[src/rtl/simd_pkg.sv]
// Purpose: shared opcode encoding for the SIMD reservation-station cluster.
// Latency: n/a (types and constants only).
// Backpressure: n/a. Ports: none. Optional opcodes 101/110 are only live with SIMD_ALU_SAT_EN.
package simd_pkg;

  localparam int OP_W = 3;

  typedef enum logic [OP_W-1:0] {
    OP_ADD  = 3'b000,
    OP_SUB  = 3'b001,
    OP_OR   = 3'b010,
    OP_AND  = 3'b011,
    OP_XOR  = 3'b100,
    OP_SADD = 3'b101,
    OP_SSUB = 3'b110,
    OP_RSVD = 3'b111
  } alu_op_e;

endpackage

[src/rtl/simd_rs_lane.sv]
// Purpose: one in-order reservation station lane with its ALU and result registers.
// Latency: wake at edge E -> res_valid after edge E+1; at most one retire per cycle.
// Backpressure: none internally; the parent must only assert alloc while count < RS_DEPTH.
// Ports: alloc/alloc_* write the tail slot; wake/wake_idx mark a slot ready;
//        tail/count expose occupancy; res_valid/res_data/res_idx are the registered retire outputs.
// Config: SIMD_ALU_SAT_EN turns opcodes 101/110 into saturating add/subtract.
module simd_rs_lane import simd_pkg::*; #(
  parameter int RS_DEPTH = 4,
  parameter int DATA_W   = 8,
  parameter int IDX_W    = $clog2(RS_DEPTH)
) (
  input  logic              clk,
  input  logic              reset,
  input  logic              alloc,
  input  logic [OP_W-1:0]   alloc_op,
  input  logic [DATA_W-1:0] alloc_a,
  input  logic [DATA_W-1:0] alloc_b,
  input  logic              wake,
  input  logic [IDX_W-1:0]  wake_idx,
  output logic [IDX_W-1:0]  tail,
  output logic [IDX_W:0]    count,
  output logic              res_valid,
  output logic [DATA_W:0]   res_data,
  output logic [IDX_W-1:0]  res_idx
);

  localparam int CNT_W = IDX_W + 1;

  logic [RS_DEPTH-1:0] e_vld;
  logic [RS_DEPTH-1:0] e_rdy;
  logic [OP_W-1:0]     e_op [RS_DEPTH];
  logic [DATA_W-1:0]   e_a  [RS_DEPTH];
  logic [DATA_W-1:0]   e_b  [RS_DEPTH];
  logic [IDX_W-1:0]    head;
  logic                retire;

  // Only the head may execute, so a stalled head blocks younger ready entries.
  assign retire = e_vld[head] && e_rdy[head];

  function automatic logic [DATA_W:0] alu(input logic [OP_W-1:0] op,
                                          input logic [DATA_W-1:0] a,
                                          input logic [DATA_W-1:0] b);
    logic [DATA_W:0] xa;
    logic [DATA_W:0] xb;
    logic [DATA_W:0] sum;
    logic [DATA_W:0] dif;
    xa  = {1'b0, a};
    xb  = {1'b0, b};
    sum = xa + xb;
    dif = xa - xb;   // MSB doubles as the borrow (a < b)
    alu = '0;
    case (alu_op_e'(op))
      OP_ADD:  alu = sum;
      OP_SUB:  alu = dif;
      OP_OR:   alu = xa | xb;
      OP_AND:  alu = xa & xb;
      OP_XOR:  alu = xa ^ xb;
`ifdef SIMD_ALU_SAT_EN
      OP_SADD: alu = sum[DATA_W] ? {1'b0, {DATA_W{1'b1}}} : sum;
      OP_SSUB: alu = dif[DATA_W] ? '0 : dif;
`endif
      default: alu = '0;
    endcase
  endfunction

  // Control state. Statement order matters: a retire clearing rdy on the same
  // slot as a wake must win, and an alloc'd slot is invalid pre-edge so any
  // wake aimed at it is dropped by the e_vld qualifier.
  always_ff @(posedge clk) begin
    if (reset) begin
      e_vld     <= '0;
      e_rdy     <= '0;
      head      <= '0;
      tail      <= '0;
      count     <= '0;
      res_valid <= 1'b0;
      res_data  <= '0;
      res_idx   <= '0;
    end else begin
      if (wake && e_vld[wake_idx]) e_rdy[wake_idx] <= 1'b1;
      if (alloc) begin
        e_vld[tail] <= 1'b1;
        e_rdy[tail] <= 1'b0;
        tail        <= tail + IDX_W'(1);
      end
      res_valid <= retire;
      if (retire) begin
        res_data    <= alu(e_op[head], e_a[head], e_b[head]);
        res_idx     <= head;
        e_vld[head] <= 1'b0;
        e_rdy[head] <= 1'b0;
        head        <= head + IDX_W'(1);
      end
      case ({alloc, retire})
        2'b10:   count <= count + CNT_W'(1);
        2'b01:   count <= count - CNT_W'(1);
        default: ;
      endcase
    end
  end

  // Payload needs no reset: it is only read behind e_vld.
  always_ff @(posedge clk) begin
    if (alloc) begin
      e_op[tail] <= alloc_op;
      e_a[tail]  <= alloc_a;
      e_b[tail]  <= alloc_b;
    end
  end

endmodule

[src/rtl/simd_rs_cluster.sv]
// Purpose: multi-lane SIMD ALU; steers one instruction per cycle round-robin into per-lane RS.
// Latency: accept -> RS same edge; wake at edge E -> res_valid after edge E+1.
// Backpressure: in_ready drops only when every lane RS is full (a lane freeing this cycle is not eligible).
// Ports: in_* instruction handshake, issue_lane/issue_idx report the slot (wake tag) taken;
//        wake_valid/wake_idx per-lane wake; res_valid/res_data/res_idx per-lane packed results.
// Config: SIMD_ALU_SAT_EN enables saturating opcodes inside each lane.
module simd_rs_cluster import simd_pkg::*; #(
  parameter int LANES    = 4,
  parameter int RS_DEPTH = 4,
  parameter int DATA_W   = 8,
  parameter int LANE_W   = $clog2(LANES),
  parameter int IDX_W    = $clog2(RS_DEPTH)
) (
  input  logic                        clk,
  input  logic                        reset,
  input  logic                        in_valid,
  output logic                        in_ready,
  input  logic [OP_W-1:0]             in_opcode,
  input  logic [DATA_W-1:0]           in_a,
  input  logic [DATA_W-1:0]           in_b,
  output logic [LANE_W-1:0]           issue_lane,
  output logic [IDX_W-1:0]            issue_idx,
  input  logic [LANES-1:0]            wake_valid,
  input  logic [LANES*IDX_W-1:0]      wake_idx,
  output logic [LANES-1:0]            res_valid,
  output logic [LANES*(DATA_W+1)-1:0] res_data,
  output logic [LANES*IDX_W-1:0]      res_idx
);

  localparam int CNT_W = IDX_W + 1;
  localparam logic [CNT_W-1:0] CNT_FULL = CNT_W'(RS_DEPTH);

  logic [LANE_W-1:0] rr_ptr;
  logic [LANE_W-1:0] chosen;
  logic              any_free;
  logic [LANES-1:0]  lane_free;
  logic [LANES-1:0]  lane_alloc;
  logic [IDX_W-1:0]  lane_tail  [LANES];
  logic [CNT_W-1:0]  lane_count [LANES];

  // Priority search starting at rr_ptr; LANES is a power of two so the
  // LANE_W-bit add wraps modulo LANES for free.
  always_comb begin
    chosen   = rr_ptr;
    any_free = 1'b0;
    for (int k = 0; k < LANES; k++) begin
      if (!any_free && lane_free[rr_ptr + LANE_W'(k)]) begin
        chosen   = rr_ptr + LANE_W'(k);
        any_free = 1'b1;
      end
    end
  end

  assign in_ready   = any_free;
  assign issue_lane = chosen;
  assign issue_idx  = lane_tail[chosen];

  always_ff @(posedge clk) begin
    if (reset)                     rr_ptr <= '0;
    else if (in_valid && in_ready) rr_ptr <= chosen + LANE_W'(1);
  end

  for (genvar g = 0; g < LANES; g++) begin : g_lane
    assign lane_free[g]  = (lane_count[g] != CNT_FULL);
    assign lane_alloc[g] = in_valid && in_ready && (chosen == LANE_W'(g));

    simd_rs_lane #(
      .RS_DEPTH (RS_DEPTH),
      .DATA_W   (DATA_W),
      .IDX_W    (IDX_W)
    ) u_lane (
      .clk       (clk),
      .reset     (reset),
      .alloc     (lane_alloc[g]),
      .alloc_op  (in_opcode),
      .alloc_a   (in_a),
      .alloc_b   (in_b),
      .wake      (wake_valid[g]),
      .wake_idx  (wake_idx[g*IDX_W +: IDX_W]),
      .tail      (lane_tail[g]),
      .count     (lane_count[g]),
      .res_valid (res_valid[g]),
      .res_data  (res_data[g*(DATA_W+1) +: DATA_W+1]),
      .res_idx   (res_idx[g*IDX_W +: IDX_W])
    );
  end

endmodule
[config.mk]
export PLATFORM = sky130hd
export DESIGN_NAME = simd_rs_cluster
export DESIGN_NICKNAME = d
export VERILOG_FILES = /design/src/rtl/simd_pkg.sv /design/src/rtl/simd_rs_lane.sv /design/src/rtl/simd_rs_cluster.sv
export SDC_FILE = /design/constraint.sdc
export NUM_CORES = 1
export LEC_CHECK = 0
export CAP_MARGIN = 30
export CORE_MARGIN = 2
export CORE_UTILIZATION = 35
export DETAILED_ROUTE_END_ITERATION = 12
export PLACE_DENSITY_LB_ADDON = 0.12
export SLEW_MARGIN = 20
export SYNTH_ARGS = -nofsm -noshare
export SYNTH_HDL_FRONTEND = slang
export SYNTH_SLANG_ARGS = --single-unit
[constraint.sdc]
create_clock -name clk -period 8.5 [get_ports clk]
set_clock_uncertainty 0.05 [all_clocks]
set_input_delay 1.7 -clock clk [delete_from_list [all_inputs] [get_ports clk]]
set_output_delay 1.7 -clock clk [all_outputs]
set_load 0.01 [all_outputs]
==> out/qor.csv, run 1 <==
stage,metric,value,unit
placement,dp_cells,2330,
logic_synthesis,synth_top_cell_by_area,edfxtp_1,
clocking,htree_levels,2,
route,wire_per_inst,20.3,µm
route,viasPerCell,5.16,
worst_setup_path,cp-end-kind,output pin,
worst_setup_path,worst-setup-path-type,register to output pin,
worst_setup_path,cp.arrival,3.19,ns
timing,fmax,202,MHz
timing,drv_slew,0,
logic_synthesis,synth_seq_area_share,57.0,%
power_and_ir_drop,power.internal,3.81,mW
timing,tightestPinTransition,0.897,ns
power_and_ir_drop,p_sw_share,24.4,%
power_and_ir_drop,power.density,214,nW/µm²
grt,grt_start_max_net_pins,59,
logic_synthesis,synth_area_leaders,"edfxtp_1 45%, dfxtp_1 12%, ha_1 8.7%",
timing,fin_crit,4.94,ns
layout,area_growth_syn_to_layout,16.9,%
logic_synthesis,avgSynthCellArea,13.2,µm²
clocking,clk_pin_slew,0.06,ns
floorplan,rows,87,
timing,hold_violations,0,
route,routed_wl,49100,µm
timing,tns,0,ns
clocking,post_cts_buffers,0,
logic_synthesis,ys_ff_latch,422,
logic_synthesis,netlist.area_leader.share,45.3,%
clocking,cts_repair_resize_count,0,
logic_synthesis,synth_edf_count,304,
timing,slew_headroom,40.0,%
grt,antenna_found_initial,3,
logic_synthesis,synth.distinct_cells,74,
floorplan,fp.coreArea,56600,µm²
layout,fin_util,41.6,%
power_and_ir_drop,clockPowerShare,41.9,%
clocking,ctsLongestPathBuffers,3,
placement,io_buffers,86,
power_and_ir_drop,peakVddDrop,0.132,mV
logic_synthesis,yosys_warnings,0,
power_and_ir_drop,finalPower,5.03,mW
power_and_ir_drop,switchingPower,1.23,mW
clocking,cts_buffers,48,
layout,finalNonFillerCells,2423,
worst_setup_path,path_max_fanout,8,
layout,nets,1808,
clocking,hold_buffers,0,
clocking,clock_latency,0.59,ns
worst_setup_path,critical_path_required,6.75,ns
grt,gr-total-overflow,0,
floorplan,die_w,244,µm
placement,place_area,21900,µm²
power_and_ir_drop,comb_power_share,12.5,%
clocking,cts_tree,done,
grt,grt_pass1_wl,75400,µm
logic_synthesis,synthesis.area,20100,µm²
route,drc,0,
floorplan,die_y,244,µm
logic_synthesis,syn_nets,1704,
power_and_ir_drop,p_seq_share,45.6,%
clocking,cts_root_buffer,clkbuf_16,
route,drtAntennaViolNets,0,
route,vias,12500,
logic_synthesis,synthArstFlopShare,0,%
placement,dp_hpwl,32700,µm
hold_path,hold_class,register to register,
job,cap_violations,0,
route,first_iter_violations,898,
timing,rsz0062_at_grt,false,
timing,timing.final.crit_share,58.2,%
power_and_ir_drop,power.leakage,8.23,nW
grt,grtUsageTotal,16.5,%
layout,fin_area,23500,µm²
clocking,clkSinkCount,422,
floorplan,io_pins,87,
logic_synthesis,synthFlopType,edfxtp_1,
layout,fillerInstances,5296,
layout,drive_gt1_share,11.9,%
floorplan,start_util,35.6,%
run_status,status,completed,
placement,gp_congestion,0.851,
floorplan,dieArea,59500,µm²
grt,grt_pass1_vias,12900,
logic_synthesis,netlist_instances,1522,
route,dr.pass1.iters,5,
timing,finalSetupViolations,0,
worst_setup_path,cp-start-kind,register,
critical path: stages (launching register included):
cell and delay (ns):
dfxtp_1 0.33, nor3b_2 0.33, nor3b_1 0.22, a311oi_1 0.07
a22oi_1 0.74, mux2i_1 0.18, mux2i_1 0.19, clkdlybuf4s50_1 0.56
worst paths after layout:
check                                                 start                      endpoint  slack, ns  cells after the start
worst max-delay path              g_lane[1].u_lane.count[0]                  issue_idx[1]       3.56                      7
worst min-delay path            g_lane[1].u_lane.res_idx[0]   g_lane[1].u_lane.res_idx[0]       0.41                      2
worst max register to register                     register  g_lane[3].u_lane.res_data[8]       4.21                     11
worst min register to register  g_lane[1].u_lane.res_idx[0]   g_lane[1].u_lane.res_idx[0]       0.41                      2
cells by family after synthesis:
kind of cell | synth area share, %
xor gates and xnor gates | 2.30
buffers and inverters | 3.66
and+or+nand+nor | 8.02
AOI/OAI and AO/OA | 9.98
muxes | 9.51
adders and majority gates | 9.49
DFF | 57.0
metal layers:
metal | part of all wire [%] | GRT usage (%) | vias to the layer above
met1 | 48 | 22.9 | 6258
met5 | 0 | 0 | -
met2 | 46 | 26.6 | 250
li1 | - | - | 5922
met3 | 4.0 | 2.60 | 75
met4 | 2.2 | 5.09 | 0
registers in the layout, indices dropped and copies added (netlist names), 12 cells and up, named ones only:
name,flops
g_lane.u_lane.e_vld,16
g_lane.u_lane.e_op,48
g_lane.u_lane.e_b,128
g_lane.u_lane.count,12
g_lane.u_lane.res_data,36
g_lane.u_lane.e_rdy,16
g_lane.u_lane.e_a,128
synthesized netlist by cell type (17+ instances only):
| master | number |
|---|---|
| a211oi_1 | 18 |
| a21oi_1 | 80 |
| a22oi_1 | 20 |
| a31oi_1 | 20 |
| and2_1 | 22 |
| and3_1 | 17 |
| clkbuf_1 | 37 |
| dfxtp_1 | 118 |
| edfxtp_1 | 304 |
| ha_1 | 140 |
| inv_1 | 117 |
| mux4_2 | 76 |
| nand2_1 | 58 |
| nand3_1 | 21 |
| nor2_1 | 107 |
| nor3b_1 | 20 |
| o211ai_1 | 17 |
| o21a_1 | 24 |
| o21ai_0 | 43 |
| xnor2_1 | 41 |
layout make-up:
class / count / area (µm²) / area share [%]
tap: 756 / 946 / 4.02
multi-input combinational: 917 / 7920 / 33.6
clock buffer: 68 / 1340 / 5.69
clock inverter: 22 / 280 / 1.19
inverter: 123 / 462 / 1.96
sequential: 422 / 11500 / 48.8
antenna: 1 / 2.50 / 0.0106
timing repair buffer: 114 / 1100 / 4.69
per-stage QoR:
stage | hold slack, ns | setup slack, ns
final | 0.406 | 3.56
after global routing | 0.427 | 3.38
after CTS | 0.409 | 3.52
after detailed placement | 0.401 | 4.19
after global placement | 0.395 | 4.26
after floorplan | 0.402 | 4.73
power by group through the flow:
stage,clock [mW],combinational (mW),sequential (mW)
2_1_floorplan,0,0.435,2.33
3_3_place_gp,0,0.621,2.34
3_5_place_dp,0,0.627,2.34
4_1_cts,2.17,0.632,2.30
5_1_grt,2.25,0.701,2.30
6_report,2.11,0.630,2.30
cell usage in the layout, fill, tap and decap left out, drive strengths merged, types with 5 or more instances in the layout:
cell           Yosys  layout
a211oi            18      18
a21oi             80      80
a22oi             20      20
a2bb2oi           10      10
a31oi             20      20
a41oi             11      11
and2              22      22
and3              17      17
buf               23      29
bufinv             0       6
clkbuf            37      68
clkdlybuf4s50      0      85
clkinv             1      16
dfxtp            118     118
edfxtp           304     304
fa                 8       8
ha               140     140
inv              122     122
mux2i             14      14
mux4              78      78
nand2             59      59
nand2b             7       7
nand3             21      21
nand3b             5       5
nand4              5       5
nor2             110     110
nor2b             15      15
nor3              16      16
nor3b             21      21
o211ai            17      17
o21a              24      24
o21ai             47      47
o22ai             10      10
o31a               9       9
or2                6       6
or3                7       7
xnor2             41      41
xor2              12      12
No activity file was read; power rests on OpenSTA's default activity.
==> run 2, diff against run 1 <==
clock period = 4.54 ns   (was 8.5 ns; I/O delays follow)
==> run 2 against run 1 <==
Against the previous run: register-to-register slack worse by 3.6 ns; power is 82% higher; design area shrank 0.45%; clock power rose by 74%; non-clock buffer count grew 5; die area unchanged; via count shrank 0.78%; global-route usage up 0.18 points; routed wire length grew 0.78%; critical path type unchanged.
==> out/qor.csv, run 2 (synthesis gave the netlist of run 1 again) <==
stage,metric,value,unit,change
power_and_ir_drop,switchingPower,2.29,mW,+86%
worst_setup_path,reg2reg_depth,12,,+1
power_and_ir_drop,peakVddDrop,0.240,mV,+82%
timing,tns,0,ns,unchanged
timing,tightestPinTransition,0.939,ns,+0.0420 ns
layout,top_regs,"g_lane.u_lane.e_a x128, g_lane.u_lane.e_b x128, g_lane.u_lane.e_op x48",,
placement,dp_hpwl,32900,µm,+0.67%
clocking,htree_levels,2,,unchanged
route,dr.pass1.iters,5,,unchanged
grt,grtUsageTotal,16.7,%,+0.18 points
clocking,post_cts_buffers,0,,unchanged
power_and_ir_drop,clockPowerShare,40.2,%,-1.7 points
route,first_iter_violations,872,,-2.9%
layout,n_antenna_cell,0,,-1
power_and_ir_drop,power.leakage,8.18,nW,-0.55%
floorplan,rows,87,,unchanged
layout,area_growth_syn_to_layout,16.3,%,
route,routed_wl,49500,µm,+0.78%
clocking,clkSinkCount,422,,unchanged
clocking,cts_tree,done,,
floorplan,dieArea,59500,µm²,unchanged
timing,timing.final.crit_share,93.3,%,
route,drtAntennaViolNets,0,,unchanged
hold_path,worstHoldPathCells,2,,unchanged
clocking,clk_pin_slew,0.05,ns,about the same
worst_setup_path,path_max_fanout,8,,unchanged
clocking,cts_root_buffer,clkbuf_16,,
layout,drive_gt1_share,11.7,%,-0.14 points
layout,fin_util,41.4,%,-0.19 points
power_and_ir_drop,comb_power_share,12.9,%,+0.4 points
layout,nets,1813,,+0.28%
power_and_ir_drop,p_sw_share,25.0,%,+0.59 points
job,cap_violations,0,,unchanged
grt,grt_start_max_net_pins,71,,+20%
layout,fillerInstances,5327,,+0.59%
worst_setup_path,critical_path_required,3.58,ns,-3.17 ns
route,vias,12400,,-0.78%
worst_setup_path,cp-start-kind,register,,
grt,grt_pass1_wl,75700,µm,+0.40%
worst_setup_path,cp-end-kind,output pin,,
floorplan,io_pins,87,,unchanged
grt,antenna_found_initial,1,,-2
grt,grt_pass1_vias,12500,,-2.8%
grt,gr-total-overflow,0,,unchanged
clocking,cts_buffers,48,,unchanged
floorplan,die_w,244,µm,unchanged
worst_setup_path,cpPeakStageDelay,0.75,ns,about the same
route,wire_per_inst,20.4,µm,+0.69%
timing,drv_slew,0,,unchanged
floorplan,start_util,35.6,%,unchanged
clocking,clock_latency,0.58,ns,about the same
worst_setup_path,cp_num_buf_inv,1,,unchanged
layout,final_common_cell,edfxtp_1,,
route,drc,0,,unchanged
worst_setup_path,cp.depth,6,,-1
worst_setup_path,path_cells,nor3b_1 -> a311oi_1 -> a22oi_1 -> mux2i_1 -> mux2i_1 -> clkdlybuf4s50_1,,
timing,fin_crit,4.24,ns,
timing,hold_violations,0,,unchanged
route,viasPerCell,5.12,,-0.86%
power_and_ir_drop,power.density,391,nW/µm²,+83%
timing,finalSetupViolations,0,,unchanged
timing,fmax,236,MHz,
layout,layout_common_cells,"304 x edfxtp_1, 140 x ha_1, 118 x dfxtp_1",,
power_and_ir_drop,p_seq_share,47.0,%,+1.4 points
worst_setup_path,worst-setup-path-type,register to output pin,,
clocking,cts_repair_resize_count,0,,unchanged
clocking,ctsLongestPathBuffers,3,,unchanged
placement,gp_congestion,0.857,,+0.80%
power_and_ir_drop,power.internal,6.87,mW,+81%
worst_setup_path,cp_top_family,compound AO/OA/AOI/OAI gates,,
timing,rsz0062_at_grt,false,,
hold_path,hold_class,register to register,,
placement,io_buffers,86,,unchanged
floorplan,fp.coreArea,56600,µm²,unchanged
timing,slew_headroom,37.2,%,-2.8 points
worst_setup_path,cp_common_cell,mux2i_1,,
floorplan,die_y,244,µm,unchanged
worst_setup_path,cp.arrival,3.28,ns,+0.09 ns
run_status,status,completed,,
clocking,hold_buffers,0,,unchanged
worst_setup_path,crit_slowest_cell,a22oi_1,,
-- run 2: changes by cell type in the layout (fill, tap and decap cells not counted), sizes merged --
cell    before  now
bufinv       6    2
clkinv      16   19
buf         29   34
clkbuf      68   67
diode        1    0
-- run 2: tightest hold or removal path, stage by stage, from the launching register on --
cell and delay [ns]:
dfxtp_1 0.30, nand2_1 0.05, a21oi_1 0.05
-- run 2: power groups by stage --
stage	Clock, mW	Combinational (mW)	Sequential [mW]
floorplan	0	0.813	4.37
global placement	0	1.17	4.38
detailed placement	0	1.18	4.38
CTS	3.79	1.19	4.30
global route	3.93	1.32	4.31
finish	3.68	1.18	4.30
-- run 2: per-stage QoR --
stage	power [mW]	worst slack, ns	area (µm²)	hold WS, ns	cells
final	9.16	0.305	23400	0.401	2425
after global routing	9.56	0.0623	23400	0.440	2425
after CTS	9.29	0.284	23400	0.407	2424
after detailed placement	5.56	0.630	21900	0.399	2336
after global placement	5.55	0.688	21900	0.392	2336
after floorplan	5.18	0.769	20100	0.402	1522
-- run 2: metal layers --
metal,global-route usage [%],vias to the layer above,routed length [µm]
li1,-,5916,-
met1,23.3,6163,23400
met2,26.7,259,22600
met3,2.90,70,2370
met4,4.97,0,1070
met5,0,-,0
-- run 2: path summary, 6_finish.rpt --
path | startpoint | slack (ns) | to
setup / recovery | g_lane[0].u_lane.count[2] | 0.30 | issue_idx[1]
hold / removal | g_lane[1].u_lane.res_idx[0] | 0.40 | g_lane[1].u_lane.res_idx[0]
setup reg to reg | register | 0.63 | g_lane[0].u_lane.res_data[8]
hold reg to reg | g_lane[1].u_lane.res_idx[0] | 0.40 | g_lane[1].u_lane.res_idx[0]
-- run 2: area by class of cell --
type	count	area (µm²)	area share, %
clock buffer	67	1320	5.65
clock inverter	21	156	0.667
inverter	123	462	1.97
multi-input combinational	917	7920	33.8
sequential	422	11500	49.0
tap	756	946	4.04
timing repair buffer	119	1140	4.86
